<file path="src/rtl/id_ex_pipeline_register_if.sv">
// id_ex_pipeline_register_if: ID/EX boundary bundle
// master: ID-side driver (hazard/flush controls, decoded *_ID fields); sees *_EX, Stall_Out_ID, Bubble_Count
// slave: pipeline register; consumes *_ID fields, produces registered *_EX fields, hold request and bubble count
interface id_ex_pipeline_register_if #(
  parameter int DATA_WIDTH = 32,
  parameter int REG_ADDR_WIDTH = 5,
  parameter int COUNT_WIDTH = 16
);
  logic Stall_EX, Flush_ID, Valid_ID;
  logic [DATA_WIDTH-1:0] PC_Plus_4_ID, Read_Data_1_ID, Read_Data_2_ID, Sign_Extend_Instruction_ID;
  logic [REG_ADDR_WIDTH-1:0] Rs_ID, Rt_ID, Rd_ID;
  logic RegWrite_ID, MemtoReg_ID, MemRead_ID, MemWrite_ID, Branch_ID, ALUSrc_ID, RegDst_ID;
  logic [1:0] ALUOp_ID;
  logic Valid_EX;
  logic [DATA_WIDTH-1:0] PC_Plus_4_EX, Read_Data_1_EX, Read_Data_2_EX, Sign_Extend_Instruction_EX;
  logic [REG_ADDR_WIDTH-1:0] Rs_EX, Rt_EX, Rd_EX;
  logic RegWrite_EX, MemtoReg_EX, MemRead_EX, MemWrite_EX, Branch_EX, ALUSrc_EX, RegDst_EX;
  logic [1:0] ALUOp_EX;
  logic Stall_Out_ID;
  logic [COUNT_WIDTH-1:0] Bubble_Count;
  modport master (
    output Stall_EX, Flush_ID, Valid_ID, PC_Plus_4_ID, Read_Data_1_ID, Read_Data_2_ID,
           Sign_Extend_Instruction_ID, Rs_ID, Rt_ID, Rd_ID, RegWrite_ID, MemtoReg_ID, MemRead_ID,
           MemWrite_ID, Branch_ID, ALUSrc_ID, RegDst_ID, ALUOp_ID,
    input  Valid_EX, PC_Plus_4_EX, Read_Data_1_EX, Read_Data_2_EX, Sign_Extend_Instruction_EX,
           Rs_EX, Rt_EX, Rd_EX, RegWrite_EX, MemtoReg_EX, MemRead_EX, MemWrite_EX, Branch_EX,
           ALUSrc_EX, RegDst_EX, ALUOp_EX, Stall_Out_ID, Bubble_Count
  );
  modport slave (
    input  Stall_EX, Flush_ID, Valid_ID, PC_Plus_4_ID, Read_Data_1_ID, Read_Data_2_ID,
           Sign_Extend_Instruction_ID, Rs_ID, Rt_ID, Rd_ID, RegWrite_ID, MemtoReg_ID, MemRead_ID,
           MemWrite_ID, Branch_ID, ALUSrc_ID, RegDst_ID, ALUOp_ID,
    output Valid_EX, PC_Plus_4_EX, Read_Data_1_EX, Read_Data_2_EX, Sign_Extend_Instruction_EX,
           Rs_EX, Rt_EX, Rd_EX, RegWrite_EX, MemtoReg_EX, MemRead_EX, MemWrite_EX, Branch_EX,
           ALUSrc_EX, RegDst_EX, ALUOp_EX, Stall_Out_ID, Bubble_Count
  );
endinterface

</file>
<file path="src/rtl/id_ex_pipeline_register.sv">
// id_ex_pipeline_register: MIPS32 ID/EX pipeline register with load-use detection, bubble insertion and bubble counter
// Clk, Reset (async, active-high); bus: id_ex_pipeline_register_if.slave carrying *_ID inputs,
// Stall_EX/Flush_ID controls, registered *_EX outputs, Stall_Out_ID hold request and Bubble_Count
module id_ex_pipeline_register #(
  parameter int DATA_WIDTH = 32,
  parameter int REG_ADDR_WIDTH = 5,
  parameter int COUNT_WIDTH = 16
) (
  input logic Clk,
  input logic Reset,
  id_ex_pipeline_register_if.slave bus
);
  logic load_use, bubble, keep;
  // a load in EX whose destination feeds the ID instruction; $0 is never a real dependency
  assign load_use = bus.Valid_ID & bus.Valid_EX & bus.MemRead_EX & (|bus.Rt_EX) &
                    ((bus.Rt_EX == bus.Rs_ID) | (bus.Rt_EX == bus.Rt_ID));
  assign bubble = bus.Flush_ID | load_use;
  assign keep = ~bubble & bus.Valid_ID;
  // a flushed instruction is discarded, so holding ID for it is pointless
  assign bus.Stall_Out_ID = bus.Stall_EX | (load_use & ~bus.Flush_ID);
  always_ff @(posedge Clk or posedge Reset)
    if (Reset) begin
      bus.Valid_EX <= 1'b0;
      bus.PC_Plus_4_EX <= DATA_WIDTH'(0);
      bus.Read_Data_1_EX <= DATA_WIDTH'(0);
      bus.Read_Data_2_EX <= DATA_WIDTH'(0);
      bus.Sign_Extend_Instruction_EX <= DATA_WIDTH'(0);
      bus.Rs_EX <= REG_ADDR_WIDTH'(0);
      bus.Rt_EX <= REG_ADDR_WIDTH'(0);
      bus.Rd_EX <= REG_ADDR_WIDTH'(0);
      bus.RegWrite_EX <= 1'b0;
      bus.MemtoReg_EX <= 1'b0;
      bus.MemRead_EX <= 1'b0;
      bus.MemWrite_EX <= 1'b0;
      bus.Branch_EX <= 1'b0;
      bus.ALUSrc_EX <= 1'b0;
      bus.RegDst_EX <= 1'b0;
      bus.ALUOp_EX <= 2'b00;
      bus.Bubble_Count <= COUNT_WIDTH'(0);
    end else if (!bus.Stall_EX) begin
      bus.Valid_EX <= keep;
      bus.PC_Plus_4_EX <= bubble ? DATA_WIDTH'(0) : bus.PC_Plus_4_ID;
      bus.Read_Data_1_EX <= bubble ? DATA_WIDTH'(0) : bus.Read_Data_1_ID;
      bus.Read_Data_2_EX <= bubble ? DATA_WIDTH'(0) : bus.Read_Data_2_ID;
      bus.Sign_Extend_Instruction_EX <= bubble ? DATA_WIDTH'(0) : bus.Sign_Extend_Instruction_ID;
      bus.Rs_EX <= bubble ? REG_ADDR_WIDTH'(0) : bus.Rs_ID;
      bus.Rt_EX <= bubble ? REG_ADDR_WIDTH'(0) : bus.Rt_ID;
      bus.Rd_EX <= bubble ? REG_ADDR_WIDTH'(0) : bus.Rd_ID;
      bus.RegWrite_EX <= keep & bus.RegWrite_ID;
      bus.MemtoReg_EX <= keep & bus.MemtoReg_ID;
      bus.MemRead_EX <= keep & bus.MemRead_ID;
      bus.MemWrite_EX <= keep & bus.MemWrite_ID;
      bus.Branch_EX <= keep & bus.Branch_ID;
      bus.ALUSrc_EX <= keep & bus.ALUSrc_ID;
      bus.RegDst_EX <= keep & bus.RegDst_ID;
      bus.ALUOp_EX <= keep ? bus.ALUOp_ID : 2'b00;
      // saturating: the increment vanishes once the counter is all ones
      bus.Bubble_Count <= bus.Bubble_Count + COUNT_WIDTH'(bubble & ~&bus.Bubble_Count);
    end
endmodule

</file>
<file path="src/flat_wrapper.sv">
// flat-port wrapper written by rule: the top's interface ports become plain ports
module id_ex_pipeline_register_flat 
#(
  parameter int DATA_WIDTH = 32,
  parameter int REG_ADDR_WIDTH = 5,
  parameter int COUNT_WIDTH = 16
)
  (Clk, Reset, bus_Stall_EX, bus_Flush_ID, bus_Valid_ID, bus_PC_Plus_4_ID, bus_Read_Data_1_ID, bus_Read_Data_2_ID, bus_Sign_Extend_Instruction_ID, bus_Rs_ID, bus_Rt_ID, bus_Rd_ID, bus_RegWrite_ID, bus_MemtoReg_ID, bus_MemRead_ID, bus_MemWrite_ID, bus_Branch_ID, bus_ALUSrc_ID, bus_RegDst_ID, bus_ALUOp_ID, bus_Valid_EX, bus_PC_Plus_4_EX, bus_Read_Data_1_EX, bus_Read_Data_2_EX, bus_Sign_Extend_Instruction_EX, bus_Rs_EX, bus_Rt_EX, bus_Rd_EX, bus_RegWrite_EX, bus_MemtoReg_EX, bus_MemRead_EX, bus_MemWrite_EX, bus_Branch_EX, bus_ALUSrc_EX, bus_RegDst_EX, bus_ALUOp_EX, bus_Stall_Out_ID, bus_Bubble_Count);
  id_ex_pipeline_register_if #(.DATA_WIDTH(DATA_WIDTH), .REG_ADDR_WIDTH(REG_ADDR_WIDTH), .COUNT_WIDTH(COUNT_WIDTH)) bus_i ();
  input logic Clk;
  input logic Reset;
  input wire logic [$bits(bus_i.Stall_EX)-1:0] bus_Stall_EX;
  input wire logic [$bits(bus_i.Flush_ID)-1:0] bus_Flush_ID;
  input wire logic [$bits(bus_i.Valid_ID)-1:0] bus_Valid_ID;
  input wire logic [$bits(bus_i.PC_Plus_4_ID)-1:0] bus_PC_Plus_4_ID;
  input wire logic [$bits(bus_i.Read_Data_1_ID)-1:0] bus_Read_Data_1_ID;
  input wire logic [$bits(bus_i.Read_Data_2_ID)-1:0] bus_Read_Data_2_ID;
  input wire logic [$bits(bus_i.Sign_Extend_Instruction_ID)-1:0] bus_Sign_Extend_Instruction_ID;
  input wire logic [$bits(bus_i.Rs_ID)-1:0] bus_Rs_ID;
  input wire logic [$bits(bus_i.Rt_ID)-1:0] bus_Rt_ID;
  input wire logic [$bits(bus_i.Rd_ID)-1:0] bus_Rd_ID;
  input wire logic [$bits(bus_i.RegWrite_ID)-1:0] bus_RegWrite_ID;
  input wire logic [$bits(bus_i.MemtoReg_ID)-1:0] bus_MemtoReg_ID;
  input wire logic [$bits(bus_i.MemRead_ID)-1:0] bus_MemRead_ID;
  input wire logic [$bits(bus_i.MemWrite_ID)-1:0] bus_MemWrite_ID;
  input wire logic [$bits(bus_i.Branch_ID)-1:0] bus_Branch_ID;
  input wire logic [$bits(bus_i.ALUSrc_ID)-1:0] bus_ALUSrc_ID;
  input wire logic [$bits(bus_i.RegDst_ID)-1:0] bus_RegDst_ID;
  input wire logic [$bits(bus_i.ALUOp_ID)-1:0] bus_ALUOp_ID;
  output wire logic [$bits(bus_i.Valid_EX)-1:0] bus_Valid_EX;
  output wire logic [$bits(bus_i.PC_Plus_4_EX)-1:0] bus_PC_Plus_4_EX;
  output wire logic [$bits(bus_i.Read_Data_1_EX)-1:0] bus_Read_Data_1_EX;
  output wire logic [$bits(bus_i.Read_Data_2_EX)-1:0] bus_Read_Data_2_EX;
  output wire logic [$bits(bus_i.Sign_Extend_Instruction_EX)-1:0] bus_Sign_Extend_Instruction_EX;
  output wire logic [$bits(bus_i.Rs_EX)-1:0] bus_Rs_EX;
  output wire logic [$bits(bus_i.Rt_EX)-1:0] bus_Rt_EX;
  output wire logic [$bits(bus_i.Rd_EX)-1:0] bus_Rd_EX;
  output wire logic [$bits(bus_i.RegWrite_EX)-1:0] bus_RegWrite_EX;
  output wire logic [$bits(bus_i.MemtoReg_EX)-1:0] bus_MemtoReg_EX;
  output wire logic [$bits(bus_i.MemRead_EX)-1:0] bus_MemRead_EX;
  output wire logic [$bits(bus_i.MemWrite_EX)-1:0] bus_MemWrite_EX;
  output wire logic [$bits(bus_i.Branch_EX)-1:0] bus_Branch_EX;
  output wire logic [$bits(bus_i.ALUSrc_EX)-1:0] bus_ALUSrc_EX;
  output wire logic [$bits(bus_i.RegDst_EX)-1:0] bus_RegDst_EX;
  output wire logic [$bits(bus_i.ALUOp_EX)-1:0] bus_ALUOp_EX;
  output wire logic [$bits(bus_i.Stall_Out_ID)-1:0] bus_Stall_Out_ID;
  output wire logic [$bits(bus_i.Bubble_Count)-1:0] bus_Bubble_Count;
  assign bus_i.Stall_EX = bus_Stall_EX;
  assign bus_i.Flush_ID = bus_Flush_ID;
  assign bus_i.Valid_ID = bus_Valid_ID;
  assign bus_i.PC_Plus_4_ID = bus_PC_Plus_4_ID;
  assign bus_i.Read_Data_1_ID = bus_Read_Data_1_ID;
  assign bus_i.Read_Data_2_ID = bus_Read_Data_2_ID;
  assign bus_i.Sign_Extend_Instruction_ID = bus_Sign_Extend_Instruction_ID;
  assign bus_i.Rs_ID = bus_Rs_ID;
  assign bus_i.Rt_ID = bus_Rt_ID;
  assign bus_i.Rd_ID = bus_Rd_ID;
  assign bus_i.RegWrite_ID = bus_RegWrite_ID;
  assign bus_i.MemtoReg_ID = bus_MemtoReg_ID;
  assign bus_i.MemRead_ID = bus_MemRead_ID;
  assign bus_i.MemWrite_ID = bus_MemWrite_ID;
  assign bus_i.Branch_ID = bus_Branch_ID;
  assign bus_i.ALUSrc_ID = bus_ALUSrc_ID;
  assign bus_i.RegDst_ID = bus_RegDst_ID;
  assign bus_i.ALUOp_ID = bus_ALUOp_ID;
  assign bus_Valid_EX = bus_i.Valid_EX;
  assign bus_PC_Plus_4_EX = bus_i.PC_Plus_4_EX;
  assign bus_Read_Data_1_EX = bus_i.Read_Data_1_EX;
  assign bus_Read_Data_2_EX = bus_i.Read_Data_2_EX;
  assign bus_Sign_Extend_Instruction_EX = bus_i.Sign_Extend_Instruction_EX;
  assign bus_Rs_EX = bus_i.Rs_EX;
  assign bus_Rt_EX = bus_i.Rt_EX;
  assign bus_Rd_EX = bus_i.Rd_EX;
  assign bus_RegWrite_EX = bus_i.RegWrite_EX;
  assign bus_MemtoReg_EX = bus_i.MemtoReg_EX;
  assign bus_MemRead_EX = bus_i.MemRead_EX;
  assign bus_MemWrite_EX = bus_i.MemWrite_EX;
  assign bus_Branch_EX = bus_i.Branch_EX;
  assign bus_ALUSrc_EX = bus_i.ALUSrc_EX;
  assign bus_RegDst_EX = bus_i.RegDst_EX;
  assign bus_ALUOp_EX = bus_i.ALUOp_EX;
  assign bus_Stall_Out_ID = bus_i.Stall_Out_ID;
  assign bus_Bubble_Count = bus_i.Bubble_Count;
  id_ex_pipeline_register #(.DATA_WIDTH(DATA_WIDTH), .REG_ADDR_WIDTH(REG_ADDR_WIDTH), .COUNT_WIDTH(COUNT_WIDTH)) u_core (.Clk(Clk), .Reset(Reset), .bus(bus_i));
endmodule
</file>
<file path="config.mk">
export PLATFORM = sky130hd
export DESIGN_NAME = id_ex_pipeline_register_flat
export DESIGN_NICKNAME = d
export VERILOG_FILES = /design/src/rtl/id_ex_pipeline_register_if.sv /design/src/rtl/id_ex_pipeline_register.sv /design/src/flat_wrapper.sv
export SDC_FILE = /design/constraint.sdc
export NUM_CORES = 1
export LEC_CHECK = 0
export CAP_MARGIN = 20
export CORE_UTILIZATION = 44
export CTS_BUF_LIST = sky130_fd_sc_hd__clkbuf_16
export CTS_CLUSTER_DIAMETER = 100
export DETAILED_ROUTE_END_ITERATION = 7
export PLACE_DENSITY = 0.82
export SLEW_MARGIN = 25
export SYNTH_ARGS = -nofsm -noshare
export SYNTH_HDL_FRONTEND = slang
export SYNTH_SLANG_ARGS = --single-unit
</file>
<file path="constraint.sdc">
create_clock -name Clk -period 6.3 [get_ports Clk]
set_input_delay 0.63 -clock Clk [delete_from_list [all_inputs] [get_ports Clk]]
set_output_delay 0.63 -clock Clk [all_outputs]
set_load 0.03 [all_outputs]
</file>
## After elaboration in Yosys (flattened, before gate mapping)

Cells that the tools add are included.

| operators by class | value |
|---|---|
| add/sub/neg operators | 1 |
| equality and inequality tests | 2 |
| multiplexer cells | 8 |
| bitwise operators | 19 |
| reductions and logical operators | 3 |

Operators by type and width:

| operator | count |
|---|---|
| $mux 32 | 4 |
| $add 16x16->16 | 1 |
| $reduce_and 16->1 | 1 |
| $mux 5 | 3 |
| $and 1x1->1 | 14 |
| $eq 5x5->1 | 2 |
| $reduce_or 5->1 | 1 |
| $or 1x1->1 | 3 |
| $mux 2 | 1 |
| $not 1->1 | 2 |
| $logic_not 1->1 | 1 |

| storage, ports and cells | value |
|---|---|
| bits in registers | 169 |
| bits of input ports | 157 |
| output and inout port bits | 170 |
| logic and storage cells | 50 |

## Logic depth before layout (Yosys ltp)

| depth | value |
|---|---|
| depth in word-level cells | 8 |
| gate-level depth with buffers | 10 |
| mapped depth without buffers | 9 |

## Least setup slack after synthesis

Ideal clock, no wire load.

| timing | value |
|---|---|
| path kind | input port to flip-flop |
| from | input port bus_Valid_ID |
| to | register u_core.bus.Bubble_Count[15] (netlist name) |
| setup time | 0.133 ns |
| data arrival time | 2.363 ns |
| required time | 6.167 ns |
| setup slack | 3.804 ns |
| cell stages on the path | 10 |
| path buffers | 2 |
| cell sequence | and3_1 > o21ai_2 > clkbuf_8 > buf_6 > o31ai_1 > ha_1 > nand2_1 > nor4b_1 > nand4_1 > xnor2_1 |

| between the ends | value |
|---|---|
| cells in the longest elaborated chain, start to end | 7 |

RTL lines:

| what | RTL line | source |
|---|---|---|
| from (decl) | flat_wrapper.sv:14 | `input wire logic [$bits(bus_i.Valid_ID)-1:0] bus_Valid_ID;` |
| $and 1x1->1 (4 in a row) | id_ex_pipeline_register.sv:15 | `assign load_use = bus.Valid_ID & bus.Valid_EX & bus.MemRead_EX & (\|bus.Rt_EX) &` |
| $or 1x1->1 | id_ex_pipeline_register.sv:17 | `assign bubble = bus.Flush_ID \| load_use;` |
| $and 1x1->1 | id_ex_pipeline_register.sv:58 | `bus.Bubble_Count <= bus.Bubble_Count + COUNT_WIDTH'(bubble & ~&bus.Bubble_Count);` |
| $add 16x16->16 | id_ex_pipeline_register.sv:58 |  |
| to (signal assigned) | id_ex_pipeline_register.sv:58 |  |
| to (decl) | id_ex_pipeline_register_if.sv:35 | `ALUSrc_EX, RegDst_EX, ALUOp_EX, Stall_Out_ID, Bubble_Count` |

Every way passes these cells.
A chain may end at the register's enable or synchronous reset.

## Worst setup path in the final report

| timing | value |
|---|---|
| from | register u_core.bus.Rt_EX[0] (netlist name) |
| to | output port bus_Stall_Out_ID |

| between the ends | value |
|---|---|
| cells in the longest elaborated chain, start to end | 5 |
| elaborated cells on any way between the ends | 8 |
| classes of those cells | 2 x eq/ne; 5 x bitwise; 1 x reduce/logical |

RTL lines:

| what | RTL line | source |
|---|---|---|
| from (decl) | id_ex_pipeline_register_if.sv:34 | `Rs_EX, Rt_EX, Rd_EX, RegWrite_EX, MemtoReg_EX, MemRead_EX, MemWrite_EX, Branch_EX,` |
| from (signal assigned) | id_ex_pipeline_register.sv:47 | `bus.Rt_EX <= bubble ? REG_ADDR_WIDTH'(0) : bus.Rt_ID;` |
| $eq 5x5->1 / $reduce_or 5->1 (equally long branches) | id_ex_pipeline_register.sv:16, id_ex_pipeline_register.sv:15 |  |
| $or 1x1->1 / $and 1x1->1 (equally long branches) | id_ex_pipeline_register.sv:16, id_ex_pipeline_register.sv:15 |  |
| $and 1x1->1 * | id_ex_pipeline_register.sv:15 |  |
| $and 1x1->1 * | id_ex_pipeline_register.sv:20 | `assign bus.Stall_Out_ID = bus.Stall_EX \| (load_use & ~bus.Flush_ID);` |
| $or 1x1->1 * | id_ex_pipeline_register.sv:20 |  |
| to (decl) | flat_wrapper.sv:46 | `output wire logic [$bits(bus_i.Stall_Out_ID)-1:0] bus_Stall_Out_ID;` |

Mark *: on every way between the ends. The rest lies on a longest branch, timed or not.

==> results by group <==
Floorplan
  • Core Region: 17900 sq um
  • Die height: 137 microns
  • I/O pin cnt: 327
  • Initial Util: 0.449
  • Die X-Extent: 137 microns
  • Full die area: 18800 sq um
  • Row cnt: 49

STA
  • Tcrit/Tclk final: 0.588
  • Final count of hold timing violations: 0
  • Final worst setup slack: 2.60 ns
  • Setup Viol. Count Final: 0
  • Worst-Margin Slew: 1.04 ns
  • RSZ-0062 raised after global routing: false
  • Minimum clock period: 3.70 ns
  • Total negative setup slack: 0 ns
  • Peak Freq: 0.270 GHz
  • Final Skew: 0.0134 ns
  • Slew Limit Fails: 0
  • Hold WS: 0.485 ns
  • Slew HR: 0.304

Worst setup path
  • Critical Path AT: 3.07 ns
  • Critical path type: register to primary output
  • Critical path required time: around 5.7 ns
  • Flop-to-flop setup slack: ~3.4 ns
  • Critical path fanouts, max: 61
  • R2R Path End: u_core.bus.Bubble_Count[10]
  • Critical R2R Launch: u_core.bus.Rt_EX[0]
  • R2R depth: 9
  • Critical Path End Type: primary output
  • Worst setup SP type: register

Layout
  • Nets@finish: about 1200
  • Antenna Cells: 0
  • Fillers: 1431
  • Seq. cell area: about 4200 sq um
  • Area occupied by multi-input gates: 3300 sq um
  • Fin area: 11800 sq um
  • Fraction of layout cells with a size suffix above 1: 0.0447
  • Syn-to-layout area delta: 46.4%

Worst hold path
  • Hold endpoint: u_core.bus.Read_Data_1_EX[3]
  • HP Start: u_core.bus.Read_Data_1_EX[3]
  • HP Class: register to register
  • Hold path depth: 2

Global routing
  • Gr ovfl total: 0
  • Number of global-route vias before repair: around 7000
  • GRT Total Usage: 0.253
  • Largest net degree at the start of global routing: 95
  • Global-route wire length before repair: between 30000 and 40000 microns
  • Initial antenna violation count: 0

CTS
  • Clk root buf: clkbuf_16
  • H-Tree Depth: 4
  • Clock Latency Late Sink: 0.43 ns
  • Total CTS buffers: 17
  • Post-CTS Setup Bufs: 0
  • Reg clk slew, reported paths: 0.07 ns
  • CTS hold repair buffers: 0
  • CTS tree: built
  • CTS Buffer Depth: 2
  • CTS Sinks: 169
  • Post-cts resize count: 0

Outcome
  • Status: finished clean

Yosys
  • Largest family of logic cells by synthesized area: compound AO/OA/AOI/OAI gates
  • Adder-Cell Fraction of Synth Area: 0.00467
  • Post-synth top flop: dfrtp_1
  • Synth area leaders: dfrtp_1 (53%), a32oi_1 (15%), o21ai_0 (9.0%)
  • Yosys warns: 0
  • Complex-gate fraction of the synthesized area: 0.271
  • Post-synth EDFFs: 0
  • Top-area cell type share of the netlist area: 0.526
  • Flops & latches, synth: 169
  • Netlist cell types: 37
  • Seq/Total Area, Yosys: 0.526
  • Post-synth top cells: dfrtp_1 (169), nand2_1 (152), o21ai_0 (144)
  • Async set or reset register ratio after synthesis: 1.00
  • Synth Instances: 787
  • Post-synthesis mux area share: 0.00280
  • Top cell type by total area after synthesis: dfrtp_1
  • Synthesized-area fraction occupied by and/or/nand/nor cells: 0.102
  • Mapped Nets: 947
  • Most numerous cell in the Yosys netlist: dfrtp_1
  • Post-Synth XOR/XNOR Area: 0.0262
  • Mapped Avg Cell Area: 10.2 sq um
  • Mapped Area: 8030 sq um

Detailed routing
  • Avg WL per Cell: 18.7 microns
  • Detailed Route Iter0 Violations: 359
  • Via-to-Cell Ratio: 5.78
  • # DRC: 0
  • Final wirelength: ~24000 microns
  • Wl on met1: between 9000 and 10000 microns
  • Max layer used: met4
  • Metal3 WL: 2560 microns
  • Vias: about 7500
  • Router iterations before antenna repair: 5
  • Routed Antenna Nets: 0
  • Met2 wire len: between 10000 and 15000 microns

Placed design
  • Area after DPL: roughly 11000 sq um
  • Worst slack, placed: between 2 and 3 ns
  • DP HPWL: 15800 microns
  • Input/output buffers: 326
  • Gpl congestion: roughly 0.81

Flow run
  • Max_cap viols: 0

Pwr
  • Maximum vdd drop: 0.193 mV
  • Static Leak: 4.56 nW
  • Pwr dens: ~290 nW/um^2
critical path, cell delays in order (launching register included):
cell and delay, ns:
dfrtp_1 0.45, or4_1 0.60, o21ai_4 0.15, buf_4 0.54
nor2_1 0.08, a21o_1 0.21, clkdlybuf4s50_1 0.59
registers in the layout, indices dropped and copies added (netlist names), 2 cells and up:
| register | cells |
|---|---|
| u_core.bus.PC_Plus_4_EX | 32 |
| u_core.bus.Read_Data_1_EX | 32 |
| u_core.bus.Read_Data_2_EX | 32 |
| u_core.bus.Sign_Extend_Instruction_EX | 32 |
| u_core.bus.Bubble_Count | 16 |
| u_core.bus.Rd_EX | 5 |
| u_core.bus.Rs_EX | 5 |
| u_core.bus.Rt_EX | 5 |
| u_core.bus.ALUOp_EX | 2 |
layer usage:
metal / track usage / vias to the layer above
met4: 0.106 / 0
met5: 0 / -
met2: 0.398 / 302
met3: 0.0993 / 42
met1: 0.307 / 3659
li1: - / 3529
worst max-delay path by stage:
stage,cells after the start,slack [ns],startpoint,to
2_1_floorplan,1,1.09,Reset,u_core.bus.ALUOp_EX[0]
3_3_place_gp,7,2.62,bus_Rt_ID[2],bus_Stall_Out_ID
3_5_place_dp,7,2.62,bus_Rt_ID[2],bus_Stall_Out_ID
4_1_cts,6,2.57,u_core.bus.Rt_EX[0],bus_Stall_Out_ID
5_1_grt,6,2.45,u_core.bus.Rt_EX[0],bus_Stall_Out_ID
6_report,6,2.60,u_core.bus.Rt_EX[0],bus_Stall_Out_ID
layout make-up:
type	instances	area share
Clock buffer	17	0.0362
Inverter	3	0.00138
Multi-Input combinational cell	531	0.281
Timing Repair Buffer	338	0.287
Sequential cell	169	0.360
Tap cell	229	0.0244
Clock inverter	15	0.0107
metrics by stage:
stage	utilization	total power, W	cells
3_3_place_gp	0.624	0.00236	1269
5_1_grt	0.657	0.00350	1302
2_1_floorplan	-	0.00189	787
4_1_cts	0.655	0.00337	1301
6_report	0.657	0.00335	1302
3_5_place_dp	0.624	0.00238	1269
cells in the final DEF (no fill, tap or decap), types with 2 or more instances in the layout:
cell type	count
clkbuf_16	17
and3_1	3
o21ai_0	144
a22o_1	10
clkinv_1	3
a32oi_1	142
nand4_1	5
xnor2_1	20
clkinvlp_4	2
or4_1	2
nor3b_1	11
nor2_1	3
nand3_1	4
nor3_1	2
clkdlybuf4s50_1	325
a21o_1	11
buf_4	11
mux2_2	2
inv_1	3
clkinv_4	3
xor2_1	4
nand2_1	152
ha_1	3
dfrtp_1	169
inv_6	5
cells by family after synthesis:
logic type               Yosys count
AND/OR/NAND/NOR                  190
multiplexers                       2
flip-flops                       169
XOR/XNOR                          24
adder cells (fa/ha/maj)            3
AO/OA/AOI/OAI                    312
buffers and inverters             87
power by group:
part / leakage, nW / switching (W) / internal (W)
Combinational: 2.19 / 0.000589 / 0.000441
Clock: 0.268 / 0.000448 / 0.000544
Sequential: 2.10 / 0.000104 / 0.00123
Total: 4.56 / 0.00114 / 0.00221
No activity file was read; power rests on OpenSTA's default activity.
